## config.mk

```make
export PLATFORM = sky130hd
export DESIGN_NAME = pc_unit
export DESIGN_NICKNAME = d
export VERILOG_FILES = /design/src/rtl/pc_unit.sv
export SDC_FILE = /design/constraint.sdc
export NUM_CORES = 1
export LEC_CHECK = 0
export CAP_MARGIN = 10
export CORE_MARGIN = 2
export CORE_UTILIZATION = 48
export DETAILED_ROUTE_END_ITERATION = 7
export MAX_ROUTING_LAYER = met4
export PLACE_DENSITY = 0.76
export SLEW_MARGIN = 20
export SYNTH_ARGS = -nofsm -noshare
export SYNTH_HDL_FRONTEND = slang
export SYNTH_SLANG_ARGS = --single-unit
```

## constraint.sdc

```tcl
create_clock -name CLK -period 2.2 [get_ports CLK]
set_input_delay 0.44 -clock CLK [delete_from_list [all_inputs] [get_ports CLK]]
set_output_delay 0.44 -clock CLK [all_outputs]
set_load 0.02 [all_outputs]
```

## src/rtl/pc_unit.sv

```systemverilog
// pc_unit: configurable-width program counter with branch, jump, stall and a circular return-address stack.
// Latency: pc, RAS and flags are registered (one cycle); pc_seq and the RAS-top read are combinational.
// Backpressure: stall freezes all state for the cycle; no other flow control.
//
// Ports: CLK/reset_n (async active-low); controls stall, PCSrc, jump, call, ret; data immediate
// (signed offset), target (absolute address); outputs pc, pc_seq (pc+INC), ras_count, ras_err (sticky).
module pc_unit #(
    parameter int unsigned XLEN      = 8,
    parameter int unsigned INC       = 1,
    parameter int unsigned RESET_VEC = 0,
    parameter int unsigned RAS_DEPTH = 4
) (
    input  logic                             CLK,
    input  logic                             reset_n,
    input  logic                             stall,
    input  logic                             PCSrc,
    input  logic [XLEN-1:0]                  immediate,
    input  logic                             jump,
    input  logic [XLEN-1:0]                  target,
    input  logic                             call,
    input  logic                             ret,
    output logic [XLEN-1:0]                  pc,
    output logic [XLEN-1:0]                  pc_seq,
    output logic [$clog2(RAS_DEPTH+1)-1:0]   ras_count,
    output logic                             ras_err
);

    localparam int unsigned CNT_W = $clog2(RAS_DEPTH + 1);
    localparam int unsigned PTR_W = $clog2(RAS_DEPTH);

    // wr_ptr is the slot the next push lands in; the top of stack sits one slot below it.
    logic [XLEN-1:0]  ras_mem [RAS_DEPTH];
    logic [PTR_W-1:0] wr_ptr;
    logic [PTR_W-1:0] ptr_inc;
    logic [PTR_W-1:0] ptr_dec;
    logic [XLEN-1:0]  ras_top;

    logic [XLEN-1:0]  pc_next;
    logic [CNT_W-1:0] count_next;
    logic [PTR_W-1:0] ptr_next;
    logic             err_next;
    logic             ras_we;
    logic [PTR_W-1:0] ras_waddr;

    logic ras_empty;
    logic ras_full;
    logic pop_ok;

    assign pc_seq    = pc + XLEN'(INC);
    assign ras_empty = (ras_count == '0);
    assign ras_full  = (ras_count == CNT_W'(RAS_DEPTH));
    assign pop_ok    = ret && !ras_empty;

    // Explicit wrap so non-power-of-two depths behave as a true circular buffer.
    assign ptr_inc = (wr_ptr == PTR_W'(RAS_DEPTH - 1)) ? '0 : wr_ptr + PTR_W'(1);
    assign ptr_dec = (wr_ptr == '0) ? PTR_W'(RAS_DEPTH - 1) : wr_ptr - PTR_W'(1);
    assign ras_top = ras_mem[ptr_dec];

    always_comb begin
        pc_next    = pc_seq;
        count_next = ras_count;
        ptr_next   = wr_ptr;
        err_next   = ras_err;
        ras_we     = 1'b0;
        ras_waddr  = wr_ptr;

        // Unsigned add of the two's-complement offset gives the signed result modulo 2^XLEN.
        if (jump) begin
            pc_next = target;
        end else if (PCSrc) begin
            pc_next = pc + immediate;
        end

        if (pop_ok) begin
            pc_next = ras_top;
            if (call) begin
                // Coroutine swap: the popped slot is reused for the new return address.
                ras_we    = 1'b1;
                ras_waddr = ptr_dec;
            end else begin
                ptr_next   = ptr_dec;
                count_next = ras_count - CNT_W'(1);
            end
        end else begin
            // A ret on an empty stack falls through to jump/branch/sequential.
            if (ret) begin
                err_next = 1'b1;
            end
            if (call) begin
                ras_we    = 1'b1;
                ras_waddr = wr_ptr;
                ptr_next  = ptr_inc;
                // When full the push overwrites the oldest entry, so the count saturates.
                if (ras_full) begin
                    err_next = 1'b1;
                end else begin
                    count_next = ras_count + CNT_W'(1);
                end
            end
        end
    end

    always_ff @(posedge CLK or negedge reset_n) begin
        if (!reset_n) begin
            pc        <= XLEN'(RESET_VEC);
            ras_count <= '0;
            ras_err   <= 1'b0;
            wr_ptr    <= '0;
        end else if (!stall) begin
            pc        <= pc_next;
            ras_count <= count_next;
            ras_err   <= err_next;
            wr_ptr    <= ptr_next;
        end
    end

    // Entry contents need no reset; validity is tracked by ras_count.
    always_ff @(posedge CLK) begin
        if (reset_n && !stall && ras_we) begin
            ras_mem[ras_waddr] <= pc_seq;
        end
    end

endmodule

```

==> impl_metrics.env <==
export IMPL_wl_um=6120
export IMPL_worstPathArrival_ns=1.69
export IMPL_max_freq_mhz=470
export IMPL_grt_overflow=0
export IMPL_cts_tree="done"
export IMPL_synth_avg_cell_area_sq_um=11.8
export IMPL_start_util_pct=50.3
export IMPL_worst_setup_path_start_kind="flop"
export IMPL_cp_end_kind="output pin"
export IMPL_fin_hold_ws_ns=0.475
export IMPL_ys_warn_count=0
export IMPL_finalClockSkew_ns=0.00862
export IMPL_period_share_pct=96.7
export IMPL_dp_cells=364
export IMPL_postLayoutSetupSlackWorst_ns=0.0728
export IMPL_ys_ff_latch=46
export IMPL_wl_per_cell_um=16.4
export IMPL_yosysSeqAreaShare_pct=50.7
export IMPL_netlist_area_sq_um=2580
export IMPL_min_path_type="reg2reg"
export IMPL_drv_slew=0
export IMPL_dp_hpwl_um=4710
export IMPL_netlist_top_cells_area="edfxtp_1 37%, dfrtp_1 14%, mux4_2 7.0%"
export IMPL_relSlewSlack_pct=77.9
export IMPL_synth_largest_area_cell="edfxtp_1"
export IMPL_vdd_ir_drop_worst_mv=0.736
export IMPL_io_pin_count=43
export IMPL_drive_above_1_share_pct=24.2
export IMPL_htreeDepth=2
export IMPL_drc_errors=0
export IMPL_antenna_found_initial=0
export IMPL_gp_congestion=0.841
export IMPL_core_area_sq_um=5140
export IMPL_antennaDiodeCount=0
export IMPL_status="finished clean"
export IMPL_grt_max_degree=22
export IMPL_cts_sinks=46
export IMPL_nNetsFinal=338
export IMPL_syn_instance_count=219
export IMPL_required_ns=1.76
export IMPL_fin_crit_ns=2.13
export IMPL_hold_violations=0
export IMPL_synth_edf_count=32
export IMPL_power_density_nw_per_um2=1320
export IMPL_clock_latency_ns=0.30
export IMPL_first_global_vias=2036
export IMPL_fin_area_sq_um=3470
export IMPL_path_class="reg2out"
export IMPL_clk_pin_slew_worst_paths_ns=0.09
export IMPL_num_rows=26
export IMPL_worst_pin_slew_ns=0.327
export IMPL_port_buffers=42
export IMPL_power_leakage_nw=1.39
export IMPL_die_y_um=77.4
export IMPL_dieArea_sq_um=5990
export IMPL_detail_route_first_pass_iterations=4
export IMPL_async_reset_ff_share_pct=30.4
export IMPL_grt_pass1_wl_um=9880
export IMPL_cts_root_buf="clkbuf_8"
export IMPL_ys_flop_type="edfxtp_1"
export IMPL_grt_use_total_pct=22.1
export IMPL_fin_cells=372
export IMPL_synth_nets=256
export IMPL_synth_top_area_share_pct=37.2
export IMPL_crit_path_max_fanout=5
export IMPL_viasPerCell=5.44
export IMPL_setup_viol=0
export IMPL_drtAntennaViolNets=0
export IMPL_numCtsBuffers=5
export IMPL_synth_distinct_cells=47
export IMPL_cap_violations=0
export IMPL_clk_path_buf_depth=2
export IMPL_drt_iter0_drc=128
export IMPL_rsz0062_at_grt="no"
export IMPL_fillers=421
export IMPL_postCtsHoldBufs=0
export IMPL_pre_cts_ws_ns=-0.267
export IMPL_fp_dieW_um=77.4
export IMPL_num_vias=2023
export IMPL_place_area_sq_um=3380
export IMPL_areaGrowthSynthToFinish_pct=34.4
Yosys cell counts (3+ instances only):
| cell | number |
|---|---|
| nor2_1 | 21 |
| inv_1 | 12 |
| a21oi_1 | 9 |
| mux2i_1 | 3 |
| clkbuf_1 | 4 |
| nor2b_1 | 3 |
| a21o_1 | 4 |
| edfxtp_1 | 32 |
| nand2_1 | 16 |
| mux4_2 | 8 |
| xnor2_1 | 10 |
| o21ai_0 | 7 |
| a211oi_1 | 5 |
| xor2_1 | 4 |
| nor3_1 | 9 |
| o21a_1 | 3 |
| ha_1 | 12 |
| dfrtp_1 | 14 |
| nand3_1 | 8 |
metal layers:
metal	track usage, %	vias to the layer above	part of all wire, %
met1	27.8	974	43
met2	37.7	63	52
li1	-	979	-
met3	3.37	7	4.8
met4	5.54	0	1.1
met5	-	-	0
report_power, final:
group / switching [mW] / internal [mW] / leakage, nW
Clock: 0.307 / 0.236 / 0.0495
Sequential: 0.127 / 1.20 / 0.453
Combinational: 1.38 / 1.33 / 0.887
cell families after synthesis:
logic type | count (synthesis) | synth area share, %
mux | 11 | 8.13
fa+ha+maj | 14 | 7.36
xor+xnor | 14 | 4.74
flops | 46 | 50.7
compound gates | 47 | 13.4
simple gates | 66 | 12.0
buf+inv | 21 | 3.68
worst max-delay path: stages, from the launching register on:
cell and delay (ns):
dfrtp_1 0.38, ha_2 0.22, nand2_1 0.08, o21a_1 0.19
or2_2 0.34, buf_2 0.18
registers in the layout, summed over array words and instances, names as in the netlist:
signal	flops
pc	8
ras_mem	32
ras_err	1
wr_ptr	2
ras_count	3
cells in the final DEF (no fill, tap or decap), types with 2 or more instances in the layout:
master / n
buf_12: 2
a21oi_1: 9
edfxtp_1: 32
nand2_1: 16
xor2_1: 4
nor2b_1: 2
nor2_1: 20
mux4_2: 8
o41ai_1: 2
or2_2: 2
a211oi_1: 5
o21ai_0: 7
xnor2_1: 10
dlygate4sd2_1: 4
clkdlybuf4s50_1: 35
a22oi_1: 2
a31o_2: 2
nand3_1: 8
nor3_1: 9
inv_6: 3
buf_4: 38
ha_1: 11
clkbuf_8: 5
inv_1: 12
a21o_1: 4
o21a_1: 3
dfrtp_1: 14
mux2i_1: 3
through the flow:
| stage | total power, mW | setup TNS [ns] | utilization (%) |
|---|---|---|---|
| 6_report | 4.59 | 0 | 67.6 |
| 4_1_cts | 4.61 | 0 | 67.4 |
| 3_3_place_gp | 4.05 | -2.69 | 65.7 |
| 3_5_place_dp | 4.11 | -3.30 | 65.7 |
| 2_1_floorplan | 2.89 | -2.19 | - |
| 5_1_grt | 4.89 | 0 | 67.6 |
area by class of cell:
class	instances	area (sq um)	area share [%]
Clock buffer	5	68.8	1.98
Clock inverter	3	26.3	0.756
Inverter	14	52.6	1.51
Multi-Input combinational cell	152	1200	34.4
Sequential cell	46	1310	37.8
Tap cell	70	87.6	2.52
Timing Repair Buffer	82	731	21.0
path summary, 6_finish.rpt:
check / startpoint / to / slack, ns / cells after the start
setup / recovery: pc[1] / pc_seq[6] / 0.07 / 5
hold / removal: ras_err / ras_err / 0.47 / 1
setup reg to reg: ras_count[0] / ras_mem[0][7] / 0.13 / 6
hold reg to reg: ras_err / ras_err / 0.47 / 1
max in group asynchronous: reset_n / ras_count[1] / 1.51 / 2
min in group asynchronous: reset_n / wr_ptr[1] / 0.50 / 2
timing repair:
item / 4_1_cts / 5_1_grt
setup endpoints to repair: 7 / 5
cloned: 0 / 0
buffers inserted: 0 / 0
resized for setup: 11 / 7
pin swaps: 0 / 1
Note: power is estimated with default switching activity, not from simulation.
